### config.mk
export PLATFORM = sky130hd
export DESIGN_NAME = video_timing_gen
export DESIGN_NICKNAME = d
export VERILOG_FILES = /design/src/rtl/video_timing_gen.sv
export SDC_FILE = /design/constraint.sdc
export NUM_CORES = 1
export LEC_CHECK = 0
export ABC_CLOCK_PERIOD_IN_PS = 7400
export BUFFER_PORTS_ARGS = -buffer_cell sky130_fd_sc_hd__buf_2
export CAP_MARGIN = 10
export CORE_ASPECT_RATIO = 0.75
export CORE_MARGIN = 3
export CORE_UTILIZATION = 40
export CTS_BUF_LIST = sky130_fd_sc_hd__clkbuf_8
export CTS_CLUSTER_SIZE = 20
export DETAILED_ROUTE_END_ITERATION = 8
export PLACE_DENSITY = 0.63
export SLEW_MARGIN = 0
export SYNTH_ARGS = -nofsm -noshare
export SYNTH_HDL_FRONTEND = slang
export SYNTH_SLANG_ARGS = --single-unit
### constraint.sdc
create_clock -name pixel_clk -period 7.4 [get_ports pixel_clk]
set_input_delay 0.74 -clock pixel_clk [delete_from_list [all_inputs] [get_ports pixel_clk]]
set_output_delay 0.74 -clock pixel_clk [all_outputs]
set_load 0.02 [all_outputs]
### src/rtl/video_timing_gen.sv
// Raster timing generator: signed pixel coordinates plus sync, data-enable and
// line/frame strobes, every output registered and aligned to the same cycle.
module video_timing_gen #(
    parameter int   HRES      = 640,
    parameter int   VRES      = 480,
    parameter int   HFP       = 16,
    parameter int   HSW       = 96,
    parameter int   HBP       = 48,
    parameter int   VFP       = 10,
    parameter int   VSW       = 2,
    parameter int   VBP       = 33,
    parameter logic HSYNC_POL = 1'b0,
    parameter logic VSYNC_POL = 1'b0
) (
    input  logic               pixel_clk,
    input  logic               rst_n,
    output logic signed [11:0] hpos,
    output logic signed [11:0] vpos,
    output logic               hsync,
    output logic               vsync,
    output logic               de,
    output logic               lsync,
    output logic               fsync,
    output logic [7:0]         frame_cnt
);

    localparam int H_STA_I = -(HFP + HSW + HBP);
    localparam int V_STA_I = -(VFP + VSW + VBP);

    generate
        if (H_STA_I < -2048 || V_STA_I < -2048 || HRES > 2047 || VRES > 2047) begin : g_range_err
            $error("video_timing_gen: timing does not fit 12-bit signed coordinates");
        end
    endgenerate

    localparam logic signed [11:0] H_STA = 12'(H_STA_I);
    localparam logic signed [11:0] H_SYB = 12'(H_STA_I + HFP);
    localparam logic signed [11:0] H_SYE = 12'(H_STA_I + HFP + HSW - 1);
    localparam logic signed [11:0] H_END = 12'(HRES - 1);
    localparam logic signed [11:0] V_STA = 12'(V_STA_I);
    localparam logic signed [11:0] V_SYB = 12'(V_STA_I + VFP);
    localparam logic signed [11:0] V_SYE = 12'(V_STA_I + VFP + VSW - 1);
    localparam logic signed [11:0] V_END = 12'(VRES - 1);

    logic signed [11:0] hpos_d, hpos_q, vpos_d, vpos_q;
    logic               hsync_d, hsync_q, vsync_d, vsync_q;
    logic               de_d, de_q, lsync_d, lsync_q, fsync_d, fsync_q;
    logic [7:0]         frame_cnt_d, frame_cnt_q;

    // Flags are decoded from the next coordinates so they land in the same
    // cycle as the coordinates they describe.
    always_comb begin
        hpos_d = hpos_q + 12'sd1;
        vpos_d = vpos_q;
        if (hpos_q == H_END) begin
            hpos_d = H_STA;
            vpos_d = (vpos_q == V_END) ? V_STA : vpos_q + 12'sd1;
        end
        hsync_d     = (hpos_d >= H_SYB && hpos_d <= H_SYE) ? HSYNC_POL : ~HSYNC_POL;
        vsync_d     = (vpos_d >= V_SYB && vpos_d <= V_SYE) ? VSYNC_POL : ~VSYNC_POL;
        de_d        = (hpos_d >= 12'sd0) && (vpos_d >= 12'sd0);
        lsync_d     = (hpos_d == H_STA);
        fsync_d     = (hpos_d == H_STA) && (vpos_d == V_STA);
        frame_cnt_d = frame_cnt_q + {7'd0, fsync_d};
    end

    always_ff @(posedge pixel_clk or negedge rst_n) begin
        if (!rst_n) begin
            hpos_q      <= H_STA;
            vpos_q      <= V_STA;
            hsync_q     <= ~HSYNC_POL;
            vsync_q     <= ~VSYNC_POL;
            de_q        <= 1'b0;
            lsync_q     <= 1'b0;
            fsync_q     <= 1'b0;
            frame_cnt_q <= 8'd0;
        end else begin
            hpos_q      <= hpos_d;
            vpos_q      <= vpos_d;
            hsync_q     <= hsync_d;
            vsync_q     <= vsync_d;
            de_q        <= de_d;
            lsync_q     <= lsync_d;
            fsync_q     <= fsync_d;
            frame_cnt_q <= frame_cnt_d;
        end
    end

    assign hpos      = hpos_q;
    assign vpos      = vpos_q;
    assign hsync     = hsync_q;
    assign vsync     = vsync_q;
    assign de        = de_q;
    assign lsync     = lsync_q;
    assign fsync     = fsync_q;
    assign frame_cnt = frame_cnt_q;

endmodule

==> flow_metrics.py <==
metrics = {
    "place": {
        "dpl_cell_area_um2": 2326,
        "gp_congestion": 0.8026,
        "io_buffers": 38,
        "hpwlAfterDp_um": 3494,
        "dp_cells": 310,
    },
    "worst_setup_path": {
        "r2r_cells": 12,
        "critPathMaxFanout": 16,
        "critical_path.top_delay_family": "simple AND/OR/NAND/NOR gates",
        "crit_path_top_delay_cell": "nor4_4",
        "end_kind": "register",
        "cp.depth": 12,
        "critPathArrivalTime_ns": 3.97,
        "critical_path_class": "reg2reg",
        "start_kind": "register",
        "cp_common_cell": "ha_1",
        "path_buf_inv": 1,
        "crit_chain": "ha_1, inv_1, nor4_4, a41oi_1, nor3_1, o21ai_2, nor4b_1, ha_1, ha_1, and3_1, nand3_1, xnor2_1",
        "cp.required_ns": 7.58,
        "critical_path.max_stage_delay_ns": 0.80,
    },
    "cts": {
        "cts_buffers": 5,
        "worstSkewPairLatency_ns": 0.29,
        "ctsLongestPathBuffers": 2,
        "cts_setup_buffers": 0,
        "cts.clk_slew.worst_paths_ns": 0.08,
        "htreeDepth": 2,
        "cts_tree": "yes",
        "post_cts_resized": 0,
        "holdBufCountCts": 0,
        "cts_root_buf": "clkbuf_8",
        "clock_sinks": 37,
    },
    "layout": {
        "nets": 252,
        "drive_gt1_share_pct": 30.49,
        "diodes": 0,
        "final_cell_area_um2": 2434,
        "areaGrowthSynthToFinish_pct": 15.50,
        "final_cell_count_no_fill": 318,
    },
    "power_and_ir_drop": {
        "seq_power_share_pct": 53.7,
        "leakage_nw": 1.078,
        "p_sw_share_pct": 20.03,
        "clockPowerShare_pct": 45.2,
        "p_total_mw": 0.3769,
        "ir_worst_vdd_mv": 0.06077,
        "combPwrFrac_pct": 1.1,
        "internal-power_mw": 0.3014,
        "power_switching_mw": 0.07547,
        "powerDensity_nw_per_um2": 154.9,
    },
    "floorplanning": {
        "start_util_pct": 42.29,
        "core_um2": 4982,
        "chipHeight_um": 68.86,
        "die_w_um": 89.81,
        "dieArea_um2": 6184,
        "rows": 22,
        "io_pins": 39,
    },
    "yosys": {
        "syn_nets": 217,
        "async_flop_share_pct": 100.0,
        "synth_top_area_cell": "dfrtp_1",
        "syn_avg_cell_area_um2": 10.03,
        "yosysUniqueCellTypes": 55,
        "seq_area_frac_synth_pct": 44.95,
        "synth_edf_count": 0,
        "yosys-top-cells-area": "dfrtp_1 24%, dfstp_2 21%, xor2_1 4.6%, nand3_1 3.3%, nand2_1 3.2%",
        "syn-instance-count": 210,
        "yosysTopAreaCellShare_pct": 23.75,
        "synth_area_um2": 2107,
        "ys_ff_latch": 37,
        "yosys_warnings": 0,
        "yosys_most_used_dff": "dfrtp_1",
    },
    "timing": {
        "finClkSkew_ns": 0.007387,
        "setup_viol": 0,
        "worst_slew_pin_slew_ns": 0.8579,
        "holdWs_ns": 0.4651,
        "fin_tns_setup_ns": 0,
        "drv_slew": 0,
        "max-slew-margin-rel_pct": 42.38,
        "rsz0062_at_grt": "no",
        "finalHoldViolCount": 0,
        "fmax_mhz": 263.6,
        "finalCritPeriodShare_pct": 51.27,
        "period_minus_slack_ns": 3.794,
    },
    "routing": {
        "wl_per_cell_um": 15.37,
        "vias_per_cell": 5.428,
        "drcViolationCount": 0,
        "vias": 1726,
        "routed_wl_um": 4887,
        "postRouteAntennaNets": 0,
        "drt-initial-drc-count": 153,
        "dr.pass1.iters": 4,
    },
    "global_route": {
        "grt_pass1_vias": 1593,
        "grt_remaining_overflow": 0,
        "gr-usage-all-layers_pct": 16.71,
        "antenna_found_initial": 0,
        "grt_max_degree": 38,
        "grt_pass1_wl_um": 8183,
    },
    "run_status": {
        "outcome": "complete, no violations",
    },
    "min_path": {
        "holdPathStages": 1,
        "hold_path_class": "reg2reg",
    },
    "job": {
        "maxCapViolations": 0,
    },
}
==> layout make-up <==
| class | instances | area, um^2 |
|---|---|---|
| flip-flops and latches | 37 | 947.2 |
| clock buffers | 5 | 68.82 |
| repair buffers | 38 | 190.2 |
| clock inverters | 3 | 38.79 |
| fillers | 498 | 2549 |
| well taps | 72 | 90.09 |
| inverters | 8 | 30.03 |
| multi-input cells | 155 | 1069 |
==> Yosys cell counts (2+ instances only) <==
cell      count
dfrtp_1      20
nand2_1      18
dfstp_2      17
nor2_1       17
nand3_1      14
xor2_1       11
a21oi_1      10
nand4_1      10
inv_1         8
xnor2_1       7
ha_1          5
nor3_1        5
buf_2         4
nor4_1        4
and2_1        3
and3_1        3
and4_1        3
clkbuf_1      3
o21ai_0       3
o21ai_1       3
a32o_1        2
buf_6         2
nand3b_1      2
nor3_4        2
nor4b_1       2
o31ai_1       2
o41ai_1       2
==> layout by cell type (no fill, tap or decap), drive strengths merged, types with 2 or more instances in the layout <==
master / instances
nor3: 8
dfstp: 17
xor2: 11
o21ai: 7
nand4: 11
a21oi: 10
ha: 5
nor4b: 2
nor4: 6
nor2: 17
xnor2: 7
or4b: 2
o31ai: 2
o41ai: 2
nand3b: 2
nand3: 14
or2: 2
and2: 3
dfrtp: 20
and4: 3
nand2: 18
buf: 38
inv: 9
a32o: 2
and3: 4
clkbuf: 5
==> stage by stage <==
stage               setup slack (ns)  utilization [%]
floorplan                      4.211                -
global placement               3.810            46.69
detailed placement             3.620            46.69
CTS                            3.592            48.84
global route                   3.293            48.84
finish                         3.606            48.84
==> worst register-to-register path, stage by stage (launching register included) <==
cell and delay [ns]:
dfrtp_1 0.43, ha_1 0.41, inv_1 0.15, nor4_4 0.80, a41oi_1 0.25, nor3_1 0.27, o21ai_2 0.10, nor4b_1 0.40
ha_1 0.26, ha_1 0.19, and3_1 0.20, nand3_1 0.10, xnor2_1 0.13
==> per-layer routing <==
layer / up-vias / share of wire, % / track usage (%)
met5: - / 0 / 0
met4: 0 / 0.59 / 3.633
met3: 4 / 7.8 / 4.881
met2: 58 / 42 / 22.94
met1: 824 / 50 / 25.61
li1: 840 / - / -
==> sequential cells by signal, summed over array words and instances, names as in the netlist <==
name / flops
hpos: 12
de: 1
fsync: 1
lsync: 1
vpos: 12
vsync: 1
frame_cnt: 8
hsync: 1
==> final timing paths <==
| kind | slack [ns] | startpoint | end |
|---|---|---|---|
| max | 3.61 | hpos[0]$_DFF_PN0_ | frame_cnt[6]$_DFF_PN0_ |
| max in group asynchronous | 6.33 | rst_n | de$_DFF_PN0_ |
| min reg2reg | 0.47 | frame_cnt[7]$_DFF_PN0_ | frame_cnt[7]$_DFF_PN0_ |
| min | 0.47 | frame_cnt[7]$_DFF_PN0_ | frame_cnt[7]$_DFF_PN0_ |
| min in group asynchronous | 0.54 | rst_n | frame_cnt[7]$_DFF_PN0_ |
| max reg2reg | 3.61 | hpos[0]$_DFF_PN0_ | frame_cnt[6]$_DFF_PN0_ |
==> power groups by stage <==
stage,sequential (mW),clock [mW],combinational [mW]
floorplan,0.206,0,0.000000431
global placement,0.206,0,0.00434
detailed placement,0.206,0,0.00440
CTS,0.203,0.174,0.00437
global route,0.203,0.185,0.00476
finish,0.203,0.170,0.00396
==> logic make-up after synthesis <==
logic type | Yosys count | share of synthesized area, %
XOR/XNOR | 18 | 7.482
flip-flops | 37 | 44.95
AND/OR/NAND/NOR | 97 | 28.39
buffers and inverters | 18 | 4.335
adder cells (fa/ha/maj) | 5 | 2.969
multiplexers | 1 | 0.5344
AO/OA/AOI/OAI | 34 | 11.34
No activity file was read; power rests on OpenSTA's default activity.
